[config.mk]
export PLATFORM = sky130hd
export DESIGN_NAME = rom_lookup_arbiter
export DESIGN_NICKNAME = d
export VERILOG_FILES = /design/src/rtl/rom_lookup_arbiter.sv
export SDC_FILE = /design/constraint.sdc
export NUM_CORES = 1
export LEC_CHECK = 0
export BUFFER_PORTS_ARGS = -buffer_cell sky130_fd_sc_hd__buf_2
export CAP_MARGIN = 20
export CELL_PAD_IN_SITES_DETAIL_PLACEMENT = 0
export CELL_PAD_IN_SITES_GLOBAL_PLACEMENT = 2
export CORE_MARGIN = 2
export CORE_UTILIZATION = 32
export CTS_CLUSTER_DIAMETER = 60
export DETAILED_ROUTE_END_ITERATION = 7
export GPL_TIMING_DRIVEN = 0
export PLACE_DENSITY_LB_ADDON = 0.2
export SYNTH_ARGS = -nofsm -noshare
export SYNTH_HDL_FRONTEND = slang
export SYNTH_SLANG_ARGS = --single-unit
[constraint.sdc]
create_clock -name CS -period 2.9 [get_ports CS]
set_clock_uncertainty 0.15 [all_clocks]
set_input_delay 0.87 -clock CS [delete_from_list [all_inputs] [get_ports CS]]
set_output_delay 0.87 -clock CS [all_outputs]
set_load 0.05 [all_outputs]
[src/rtl/rom_lookup_arbiter.sv]
// -----------------------------------------------------------------------------
// rom_lookup_arbiter
//
// Shares one registered lookup ROM among NREQ requesters (phoneme/word-class
// lookup units). Requests are served one at a time in round-robin order. The
// block drives the ROM address and enable, waits the ROM read latency, then
// returns the byte with a one-cycle ack to the requester that was granted.
//
// Ports:
//   CS         in   clock, rising edge active
//   rst        in   asynchronous reset, active high
//   req        in   [NREQ]     per-requester request level, held until ack
//   req_addr   in   [NREQ*AW]  packed addresses, slice i belongs to requester i
//   ack        out  [NREQ]     one-cycle pulse, rsp_data valid for that requester
//   rsp_data   out  [DW]       returned ROM byte, held until the next ack
//   rom_addr   out  [AW]       ROM address, latched at grant
//   rom_cen    out             active-low ROM enable (low only while in reset)
//   rom_data   in   [DW]       ROM registered output
//   busy       out             high while a lookup is in flight
//   served     out  [16]       completed lookups, saturating at 0xFFFF
//
// SERVED_RST is the reset value of the served counter (0 in normal use).
// -----------------------------------------------------------------------------
module rom_lookup_arbiter #(
  parameter int          NREQ       = 4,
  parameter int          AW         = 8,
  parameter int          DW         = 8,
  parameter int          ROM_LAT    = 1,
  parameter logic [15:0] SERVED_RST = 16'h0000
) (
  input  logic                 CS,
  input  logic                 rst,
  input  logic [NREQ-1:0]      req,
  input  logic [NREQ*AW-1:0]   req_addr,
  output logic [NREQ-1:0]      ack,
  output logic [DW-1:0]        rsp_data,
  output logic [AW-1:0]        rom_addr,
  output logic                 rom_cen,
  input  logic [DW-1:0]        rom_data,
  output logic                 busy,
  output logic [15:0]          served
);

  localparam int PW = (NREQ > 1) ? $clog2(NREQ) : 1;
  localparam int CW = (ROM_LAT > 1) ? $clog2(ROM_LAT) : 1;

  typedef enum logic [1:0] {
    S_IDLE = 2'd0,
    S_WAIT = 2'd1,
    S_CAPT = 2'd2
  } state_t;

  state_t             state_q;
  logic [NREQ-1:0]    ack_q;
  logic [DW-1:0]      rsp_q;
  logic [AW-1:0]      rom_addr_q;
  logic               rom_cen_q;
  logic               busy_q;
  logic [15:0]        served_q;
  logic [15:0]        served_d;
  logic [PW-1:0]      rr_ptr_q;
  logic [PW-1:0]      gnt_q;
  logic [CW-1:0]      wcnt_q;

  logic [NREQ-1:0]    elig;
  logic               win_vld;
  logic [PW-1:0]      win_idx;
  logic [PW-1:0]      cand;

  // (base + off) mod NREQ, for NREQ that need not be a power of two.
  function automatic logic [PW-1:0] wrap_add(input logic [PW-1:0] base, input int off);
    int s;
    s = int'(base) + off;
    if (s >= NREQ) s = s - NREQ;
    return PW'(s);
  endfunction

  // The requester currently being acked still has req high; masking it stops
  // an immediate second grant for the same lookup.
  assign elig = req & ~ack_q;

  // Round-robin pick: scan from the highest rotation offset down so the
  // candidate closest to rr_ptr is the last (winning) assignment.
  // NOTE: every variable assigned here gets a default first, otherwise the
  // paths that skip the assignment would infer a latch.
  always_comb begin
    win_vld = 1'b0;
    win_idx = '0;
    cand    = '0;
    for (int k = NREQ - 1; k >= 0; k--) begin
      cand = wrap_add(rr_ptr_q, k);
      if (elig[cand]) begin
        win_vld = 1'b1;
        win_idx = cand;
      end
    end
  end

  assign served_d = (served_q == 16'hFFFF) ? served_q : served_q + 16'd1;

  // NOTE: sequential state uses non-blocking assignments so every register
  // samples the pre-edge values regardless of statement order.
  always_ff @(posedge CS or posedge rst) begin
    if (rst) begin
      state_q    <= S_IDLE;
      ack_q      <= '0;
      rsp_q      <= '0;
      rom_addr_q <= '0;
      rom_cen_q  <= 1'b0;
      busy_q     <= 1'b0;
      served_q   <= SERVED_RST;
      rr_ptr_q   <= '0;
      gnt_q      <= '0;
      wcnt_q     <= '0;
    end else begin
      // ROM stays enabled from the first edge after reset onward.
      rom_cen_q <= 1'b1;
      ack_q     <= '0;
      case (state_q)
        S_IDLE: begin
          if (win_vld) begin
            rom_addr_q <= req_addr[win_idx*AW +: AW];
            gnt_q      <= win_idx;
            wcnt_q     <= CW'(ROM_LAT - 1);
            busy_q     <= 1'b1;
            state_q    <= S_WAIT;
          end
        end
        S_WAIT: begin
          if (wcnt_q == '0) state_q <= S_CAPT;
          else              wcnt_q  <= wcnt_q - CW'(1);
        end
        S_CAPT: begin
          rsp_q        <= rom_data;
          ack_q[gnt_q] <= 1'b1;
          rr_ptr_q     <= wrap_add(gnt_q, 1);
          served_q     <= served_d;
          busy_q       <= 1'b0;
          state_q      <= S_IDLE;
        end
        default: begin
          busy_q  <= 1'b0;
          state_q <= S_IDLE;
        end
      endcase
    end
  end

  assign ack      = ack_q;
  assign rsp_data = rsp_q;
  assign rom_addr = rom_addr_q;
  assign rom_cen  = rom_cen_q;
  assign busy     = busy_q;
  assign served   = served_q;

endmodule
==> results_dict.tcl <==
set metrics [dict create \
    root_buffer "clkbuf_8" \
    cp-start-kind "input port" \
    rows 29 \
    ys_seq_area_share_pct 51.10 \
    synth_nets 230 \
    fmax_ghz 0.4692 \
    synth_area_leader_cell "dfrtp_1" \
    async_flop_share_pct 100.0 \
    yosysWarnings 0 \
    post-route-drc-count 0 \
    finalCriticalPeriod_ns 2.131 \
    crit_required_ns 2.91 \
    synth_flop_cell "dfrtp_1" \
    rr_worst_depth 7 \
    multi_input_area_um2 963.4 \
    final_antenna_net_count 0 \
    port_buffers 83 \
    crit_arrival_ns 2.14 \
    syn_area_um2 2155 \
    outcome "completed" \
    synth_most_common_cell "dfrtp_1" \
    finalSetupTns_ns 0 \
    diodes 0 \
    final_max_slew_viol_count 0 \
    start_util_pct 33.55 \
    worstPathMaxFanout 10 \
    fin_util_pct 43.29 \
    internal_power_mw 1.527 \
    coreArea_um2 6422 \
    layout_setup_ws_ns 0.7687 \
    avgSynthCellArea_um2 12.04 \
    place_ws_ns 0.4386 \
    layout.nets 321 \
    grt_overflow 0 \
    synthTopCellsByArea "dfrtp_1 51%, mux2i_1 7.4%, mux2_2 4.7%" \
    seq_area_um2 1101 \
    setup_viol 0 \
    ctsHoldBuffers 0 \
    max-cap-violations 0 \
    cts_setup_buffers 0 \
    ys_types 41 \
    seqPwrFrac_pct 33.1 \
    yosysTopAreaCellShare_pct 51.10 \
    vias_per_cell 4.649 \
    antenna_found_initial 0 \
    die_h_um 86.06 \
    powerDensity_nw_per_um2 1048 \
    first_pass_iters 4 \
    dieWidth_um 86.06 \
    fin_crit_sh_pct 73.49 \
    vias 1618 \
    drt_iter0_drc 70 \
    grt_pass1_vias 1579 \
    n_fill_cell 644 \
    synth_seq_cells 44 \
    cts_tree "built" \
    ys_top_cells_by_count "44 x dfrtp_1, 16 x mux2i_1, 15 x nand2_1" \
    crit_type "input port to flip-flop" \
    post_drt_wl_per_cell_um 13.44 \
    cts_max_level 2 \
    rsz0062_at_grt "false" \
    swShare_pct 47.62 \
    grt_first_pass_wirelength_um 7624 \
    clockPowerShare_pct 13.7 \
    hold_class "input port to async pin" \
    clkTransAtPathRegs_ns 0.08 \
    die_area_um2 7405 \
    endpoint_kind "flip-flop" \
    cts.path.max_buffers 2 \
    area_growth_pct 29.04 \
    combinationalPowerShare_pct 53.1 \
    clock-sinks 44 \
    vdd_ir_drop_max_v 0.0004707 \
    grt_usage_pct 13.17 \
    drive_above_1_share_pct 43.54 \
    hold_viol 0 \
    grt_max_degree 40 \
    synth_edf_count 0 \
    clk_latency_ns 0.29 \
    cts_buffers 5 \
    cts_resized 0 \
    power_switching_mw 1.388 \
    synth_cells 179 \
    leakagePower_nw 1.438 \
    num_io_pins 84 \
    gp_congestion 0.7117 \
    place_hpwl_um 3518 \
    wl_um 4677 \
]
[cells in the final DEF (no fill, tap or decap), types with 6 or more instances in the layout]
| cell | count |
|---|---|
| mux2i_1 | 16 |
| dfrtp_1 | 44 |
| nand2_1 | 15 |
| buf_2 | 85 |
| mux2_2 | 9 |
| xnor2_1 | 10 |
| o221ai_1 | 9 |
| clkbuf_8 | 6 |
| nand4_1 | 6 |
[power groups by stage]
stage / logic (mW) / registers [mW] / clock network, mW
global route: 1.67 / 0.997 / 0.441
detailed placement: 1.57 / 0.981 / 0
CTS: 1.57 / 0.970 / 0.418
floorplan: 0.641 / 1.54 / 0
global placement: 1.57 / 0.978 / 0
finish: 1.55 / 0.966 / 0.401
[layout make-up]
| type | instances | area share, % |
|---|---|---|
| repair buffers | 84 | 15.66 |
| clock inverters | 1 | 0.2700 |
| inverters | 7 | 0.9901 |
| well taps | 77 | 3.465 |
| clock buffers | 7 | 3.105 |
| flip-flops and latches | 44 | 39.60 |
| multi-input cells | 121 | 34.65 |
| plain buffers | 7 | 2.250 |
[stage by stage]
stage	instance area [µm²]	hold WS, ns	total power, mW	cells
final	2780	0.3006	2.915	348
after global routing	2780	0.2949	3.105	348
after CTS	2780	0.2925	2.961	348
after detailed placement	2686	0.3171	2.554	340
after global placement	2666	0.3090	2.550	339
after floorplan	2155	0.2835	2.181	179
[flip-flops by register name (all words and copies together), names as in the netlist]
| signal | cells |
|---|---|
| served | 16 |
| rom_addr | 8 |
| rsp_data | 8 |
| ack | 4 |
| gnt_q | 2 |
| rr_ptr_q | 2 |
| state_q | 2 |
| busy | 1 |
| rom_cen | 1 |
[cells by family after synthesis]
family | Yosys count | synth area share (%)
AO/OA/AOI/OAI | 22 | 8.478
XOR/XNOR | 15 | 6.097
adder cells (fa/ha/maj) | 5 | 2.904
buffers and inverters | 14 | 4.180
flip-flops | 44 | 51.10
multiplexers | 25 | 12.14
other | 1 | 0.1740
AND/OR/NAND/NOR | 53 | 14.92
[per-layer routing]
metal	global-route usage [%]	share of wire [%]
met3	3.465	4.8
met4	3.896	0.94
met5	0	0
met1	17.10	44
met2	21.56	50
[path summary, 6_finish.rpt]
kind / start / end / slack [ns]
setup / recovery: req[3] / rom_addr[1] / 0.77
hold / removal: rst / rsp_data[0] / 0.30
setup reg to reg: ack[0] / rom_addr[1] / 1.01
hold reg to reg: state_q[1] / state_q[1] / 0.33
max in group asynchronous: rst / served[11] / 1.87
min in group CS: state_q[1] / state_q[1] / 0.33
[worst max-delay path, stage by stage]
cell and delay (ns):
buf_2 0.10, nor2b_4 0.12, o221ai_1 0.19, a21o_1 0.15, buf_6 0.16, buf_8 0.16
mux2i_1 0.24, o221ai_1 0.14
(Power assumes the default switching activity.)
